<file path="config.mk">
export PLATFORM = sky130hd
export DESIGN_NAME = bf2_bundle_pipe
export DESIGN_NICKNAME = d
export VERILOG_FILES = /design/src/rtl/bf2_pkg.sv /design/src/rtl/bf2_lane_core.sv /design/src/rtl/bf2_bundle_pipe.sv
export SDC_FILE = /design/constraint.sdc
export NUM_CORES = 2
export LEC_CHECK = 0
export CAP_MARGIN = 20
export CORE_MARGIN = 8
export CORE_UTILIZATION = 45
export DETAILED_ROUTE_END_ITERATION = 16
export PLACE_DENSITY_LB_ADDON = 0.25
export SLEW_MARGIN = 40
export SYNTH_ARGS = -nofsm -noshare
export SYNTH_HDL_FRONTEND = slang
export SYNTH_SLANG_ARGS = --single-unit
</file>
<file path="constraint.sdc">
create_clock -name clk -period 29.4 [get_ports clk]
set_input_delay 5.88 -clock clk [delete_from_list [all_inputs] [get_ports clk]]
set_output_delay 5.88 -clock clk [all_outputs]
set_load 0.005 [all_outputs]
</file>
<file path="src/rtl/bf2_pkg.sv">
// Shared constants and types for the radix-2 butterfly bundle pipeline.
// Latency: n/a (declarations only).
// Backpressure: n/a.
package bf2_pkg;

    localparam int BF2_WIDTH = 15;  // default input component width
    localparam int BF2_LANES = 8;   // default butterflies per beat

    // One complex value at result width (input width + 1) for the default build.
    typedef struct packed {
        logic signed [BF2_WIDTH:0] r;
        logic signed [BF2_WIDTH:0] q;
    } bf2_cplx_t;

endpackage

</file>
<file path="src/rtl/bf2_lane_core.sv">
// One complex butterfly lane: optional -j on operand 2, add/sub, optional halving.
// Latency: 0 cycles, purely combinational.
// Backpressure: none, the enclosing pipeline owns all registers and handshakes.
// Ports: r1/q1, r2/q2 operands; twist, scale controls; r_add/r_sub/q_add/q_sub results.
// Config: BF2_BUNDLE_ROUND_EN selects round-half-up halving instead of truncation.
module bf2_lane_core
    import bf2_pkg::*;
#(
    parameter int WIDTH = BF2_WIDTH
) (
    input  logic signed [WIDTH-1:0] r1,
    input  logic signed [WIDTH-1:0] q1,
    input  logic signed [WIDTH-1:0] r2,
    input  logic signed [WIDTH-1:0] q2,
    input  logic                    twist,
    input  logic                    scale,
    output logic signed [WIDTH:0]   r_add,
    output logic signed [WIDTH:0]   r_sub,
    output logic signed [WIDTH:0]   q_add,
    output logic signed [WIDTH:0]   q_sub
);

    logic signed [WIDTH:0] r1x, q1x, r2x, q2x;
    logic signed [WIDTH:0] r2t, q2t;

    // Halve a full-width sum; rounding needs one extra bit so sum+1 cannot wrap.
    function automatic logic signed [WIDTH:0] halve(input logic signed [WIDTH:0] s,
                                                    input logic sc);
        logic signed [WIDTH+1:0] t;
        begin
`ifdef BF2_BUNDLE_ROUND_EN
            t = {s[WIDTH], s} + {{(WIDTH+1){1'b0}}, 1'b1};
`else
            t = {s[WIDTH], s};
`endif
            halve = sc ? t[WIDTH+1:1] : s;
        end
    endfunction

    always_comb begin
        r1x = {r1[WIDTH-1], r1};
        q1x = {q1[WIDTH-1], q1};
        r2x = {r2[WIDTH-1], r2};
        q2x = {q2[WIDTH-1], q2};
        // Multiplying by -j maps (R, Q) to (Q, -R); -R of the most negative
        // input still fits because negation happens at WIDTH+1 bits.
        if (twist) begin
            r2t = q2x;
            q2t = -r2x;
        end else begin
            r2t = r2x;
            q2t = q2x;
        end
        r_add = halve(r1x + r2t, scale);
        r_sub = halve(r1x - r2t, scale);
        q_add = halve(q1x + q2t, scale);
        q_sub = halve(q1x - q2t, scale);
    end

endmodule

</file>
<file path="src/rtl/bf2_bundle_pipe.sv">
// LANES parallel complex butterflies behind a 2-stage valid/ready pipeline.
// Latency: 2 cycles from input accept to out_valid; one beat per cycle sustained.
// Backpressure: out_ready=0 stalls S2, a full stalled S2 stalls S1, then in_ready drops.
// Ports: clk, rst (sync, active-high); in_valid/in_ready with din_R/Q_1/2, twist, scale;
//        out_valid/out_ready with dout_R/Q_add/sub.
// Config: BF2_BUNDLE_ROUND_EN (in bf2_lane_core) selects rounding when scale=1.
module bf2_bundle_pipe
    import bf2_pkg::*;
#(
    parameter int WIDTH = BF2_WIDTH,
    parameter int LANES = BF2_LANES
) (
    input  logic                    clk,
    input  logic                    rst,
    input  logic                    in_valid,
    output logic                    in_ready,
    input  logic signed [WIDTH-1:0] din_R_1 [LANES],
    input  logic signed [WIDTH-1:0] din_Q_1 [LANES],
    input  logic signed [WIDTH-1:0] din_R_2 [LANES],
    input  logic signed [WIDTH-1:0] din_Q_2 [LANES],
    input  logic                    twist,
    input  logic                    scale,
    output logic                    out_valid,
    input  logic                    out_ready,
    output logic signed [WIDTH:0]   dout_R_add [LANES],
    output logic signed [WIDTH:0]   dout_R_sub [LANES],
    output logic signed [WIDTH:0]   dout_Q_add [LANES],
    output logic signed [WIDTH:0]   dout_Q_sub [LANES]
);

    logic                    s1_vld;
    logic                    s1_twist, s1_scale;
    logic signed [WIDTH-1:0] s1_r1 [LANES];
    logic signed [WIDTH-1:0] s1_q1 [LANES];
    logic signed [WIDTH-1:0] s1_r2 [LANES];
    logic signed [WIDTH-1:0] s1_q2 [LANES];

    logic signed [WIDTH:0]   c_r_add [LANES];
    logic signed [WIDTH:0]   c_r_sub [LANES];
    logic signed [WIDTH:0]   c_q_add [LANES];
    logic signed [WIDTH:0]   c_q_sub [LANES];

    logic s1_adv, s2_adv;

    // S1 may move into S2 in the same cycle that S2 drains, so a full pipe
    // keeps streaming at one beat per cycle.
    assign s2_adv   = out_ready | ~out_valid;
    assign s1_adv   = s2_adv | ~s1_vld;
    assign in_ready = s1_adv;

    for (genvar g = 0; g < LANES; g++) begin : g_lane
        bf2_lane_core #(.WIDTH(WIDTH)) u_core (
            .r1    (s1_r1[g]),
            .q1    (s1_q1[g]),
            .r2    (s1_r2[g]),
            .q2    (s1_q2[g]),
            .twist (s1_twist),
            .scale (s1_scale),
            .r_add (c_r_add[g]),
            .r_sub (c_r_sub[g]),
            .q_add (c_q_add[g]),
            .q_sub (c_q_sub[g])
        );
    end

    always_ff @(posedge clk) begin
        if (rst) begin
            s1_vld    <= 1'b0;
            s1_twist  <= 1'b0;
            s1_scale  <= 1'b0;
            out_valid <= 1'b0;
            for (int i = 0; i < LANES; i++) begin
                s1_r1[i]      <= '0;
                s1_q1[i]      <= '0;
                s1_r2[i]      <= '0;
                s1_q2[i]      <= '0;
                dout_R_add[i] <= '0;
                dout_R_sub[i] <= '0;
                dout_Q_add[i] <= '0;
                dout_Q_sub[i] <= '0;
            end
        end else begin
            // Data registers load only with a real beat; bubbles keep old data.
            if (s1_adv) begin
                s1_vld <= in_valid;
                if (in_valid) begin
                    s1_twist <= twist;
                    s1_scale <= scale;
                    for (int i = 0; i < LANES; i++) begin
                        s1_r1[i] <= din_R_1[i];
                        s1_q1[i] <= din_Q_1[i];
                        s1_r2[i] <= din_R_2[i];
                        s1_q2[i] <= din_Q_2[i];
                    end
                end
            end
            if (s2_adv) begin
                out_valid <= s1_vld;
                if (s1_vld) begin
                    for (int i = 0; i < LANES; i++) begin
                        dout_R_add[i] <= c_r_add[i];
                        dout_R_sub[i] <= c_r_sub[i];
                        dout_Q_add[i] <= c_q_add[i];
                        dout_Q_sub[i] <= c_q_sub[i];
                    end
                end
            end
        end
    end

endmodule

</file>
==> out/summary.txt <==
gate count of the mapped netlist = 7,473
area of the core = 0.1471 sq mm
total count of max-transition violations in the final report = 0
cell count of the worst reg-to-reg path = 13
max-capacitance violation count = 0
xor/xnor share of the synthesized area = 6.403%
DRC violations left = 0
number of gates resized after cts = 0
maximum number of pins on one net before global-route repair = 164
reg2reg setup slack = 23.13 ns
dpl hpwl = 201,400 microns
WL per Instance = 25.40 microns
multi-input logic area = 0.03827 sq mm
endpoint of the worst hold path = dout_R_add[61]
final setup fails = 0
post-placement setup slack = 15.86 ns
status = completed
via density per instance = 5.714
Critical R2R Capture = dout_Q_sub[14]
max-slew headroom at the worst pin = 37.54%
Inserted Clock Buffers = 117
dominant synthesized flop cell = dfxtp_1
CTS tree = built
highest-count cells in the layout ignoring fill and taps = clkdlybuf4s50_1 (998), nor2_1 (709), nand2_1 (538)
final worst-path setup slack = 15.86 ns
critical path start-end classification = in2out
final WL = 260,000 microns
share of the synthesized area in the top cell type = 21.73%
I/O pin total = 1,000
share of synthesized flip-flops with an asynchronous set or reset = 0%
slew at the pin closest to its max-slew limit = 0.9108 ns
total number of H-tree levels = 3
post-layout min period = 13.54 ns
final antenna-violating net count = 0
later-pin clock latency in the skew report = 0.77 ns
Die Footprint = 0.1600 sq mm
number of violations reported at the end of detailed-routing iteration 0 = 4,548
proportion of synthesized chip area in sequential cells = 37.30%
arrival time of the worst setup path = 7.66 ns
final weighted congestion in routability-driven placement = 0.9592
LEAKAGE = 33.64 nW
ranking of synthesized cells by area = edfxtp_1 (22%), dfxtp_1 (16%), ha_1 (9.9%)
worst hold path startpoint = dout_R_add[61]
horizontal die dimension = 400.0 microns
count of endpoints failing hold in the final timing report = 0
fmax = 73.83 MHz
type of element capturing the critical path = primary output
Pre-Repair DR Iteration Count = 7
average footprint of a synthesized cell = 8.878 sq um
Synth Register Bits = 996
Post-Syn Nets = 8,518
simple-gate area share of the yosys netlist = 18.22%
synthesized cell area = 0.06634 sq mm
unrepaired setup endpoints after global routing = false
compound-gate portion of the synthesized area = 16.96%
combined flip-flop and latch cell area = 0.02475 sq mm
CTS clock-pin slew for the worst setup and hold paths = 0.06 ns
multiplexer share of the synthesized area = 5.007%
Final #Nets = 9,244
most frequent standard cell in the layout excluding fill and tap cells = clkdlybuf4s50_1
share of synthesized cell area in full adder, half adder and majority cells = 10.90%
aggregate negative setup slack = 0 ns
starting density of the core = 45.09%
number of input and output port buffers inserted = 999
number of antenna violations at the first check in global routing = 11
Synth warnings = 0
number of enable-type register cells in the synthesized netlist = 480
Power Dens Cells = 59.47 mW/mm^2
crit-path max FO = 5
wire length of the first global-routing pass = 372,900 microns
number of global-route vias before repair = 56,170
total congestion overflow after global routing = 0
root cell of the clock tree = clkbuf_16
final-layout fill cell count = 13,270
number of clock sinks = 996
startpoint of the most critical register-to-register path = s1_twist
growth of design area from synthesis to finish = 24.06%
fraction of final layout cells with drive strength greater than 1 = 5.419%
total track usage = 30.93%
type of element launching the critical path = input pin
hold-fix buffer count after cts = 0
worst supply voltage drop on vdd = 0.05285 mV
dominant combinational cell family by area after synthesis = simple AND/OR/NAND/NOR gates
buffers from clock root to sink, at most = 3
vertical die dimension = 400.0 microns
leading area contributor after synthesis = edfxtp_1
number of distinct library cell variants in the gate-level netlist after synthesis = 81
cell depth of the worst hold path = 2
cell row count = 141
class of the tightest hold or removal check = reg2reg
ratio of final minimum period to clock period = 46.07%
required time at the endpoint of the critical path = 23.52 ns
number of vias after detailed routing = 58,500
count of buffers added by post-CTS timing repair for setup = 0
Fin Clk Skew = 0.04809 ns
WHS = 0.4493 ns
-- cell families after synthesis --
logic type                 count (synthesis)
muxes                                    318
and+or+nand+nor                         2469
AOI/OAI and AO/OA                       1728
DFF                                      996
adders and majority gates                559
xor gates and xnor gates                 485
buffers and inverters                    918
-- Yosys cell counts, types with 43 or more instances --
cell	number
a211oi_1	178
a21o_1	59
a21oi_1	496
a31oi_1	71
and2_1	387
buf_1	43
clkbuf_1	400
dfxtp_1	516
edfxtp_1	480
ha_1	527
inv_1	466
mux2_2	111
mux2i_1	207
nand2_1	542
nand2b_1	80
nand3_1	78
nor2_1	715
nor2b_1	212
nor3_1	206
o211ai_1	82
o21a_1	70
o21ai_0	332
o21bai_1	64
or3_1	67
xnor2_1	318
xor2_1	167
-- cell type report --
| class | count | area share, % |
|---|---|---|
| antenna | 3 | 0.009121 |
| clock buffer | 152 | 3.926 |
| clock inverter | 72 | 1.441 |
| inverter | 469 | 2.163 |
| multi-input combinational | 5559 | 46.50 |
| sequential | 996 | 30.07 |
| tap | 1930 | 2.934 |
| timing repair buffer | 1056 | 12.96 |
-- critical path, stage by stage --
cell and delay, ns:
clkdlybuf4s50_1 0.43, nor2b_1 0.43, buf_4 0.30, nand2_1 0.11
clkdlybuf4s50_1 0.50
-- power breakdown --
group	switching, W	leakage (nW)	internal, W
logic	0.000884	22.1	0.000641
registers	0.000121	9.49	0.00158
clock network	0.000660	2.10	0.00101
total	0.00167	33.6	0.00323
-- worst max-delay path by stage --
stage	slack, ns	end	start
after global placement	15.80	in_ready	out_ready
after detailed placement	15.86	in_ready	out_ready
after CTS	15.86	in_ready	out_ready
final	15.86	in_ready	out_ready
after floorplan	13.10	s1_q1[0][0]	rst
after global routing	15.88	in_ready	out_ready
-- metal layers --
metal  vias to the layer above  share of wire, %  track usage (%)
li1                      27630                 -                -
met1                     28240                41            38.89
met2                      2131                45            50.25
met3                       487               7.3            6.242
met4                        10               6.4            16.05
met5                         -             0.027                0
-- sequential cells by signal, summed over array words and instances, names as in the netlist --
signal	flops
dout_Q_add	128
dout_Q_sub	128
dout_R_add	128
dout_R_sub	128
out_valid	1
s1_q1	120
s1_q2	120
s1_r1	120
s1_r2	120
s1_scale	1
s1_twist	1
s1_vld	1
-- per-stage QoR --
step	cells	cell area [sq um]	utilization [%]	total power, W
3_5_place_dp	10010	77810	52.88	0.003225
5_1_grt	10240	82310	55.94	0.005107
4_1_cts	10230	82230	55.89	0.004899
6_report	10240	82310	55.94	0.004895
2_1_floorplan	7473	66340	-	0.002628
3_3_place_gp	10000	77570	52.72	0.003210
Note: power is estimated with default switching activity, not from simulation.
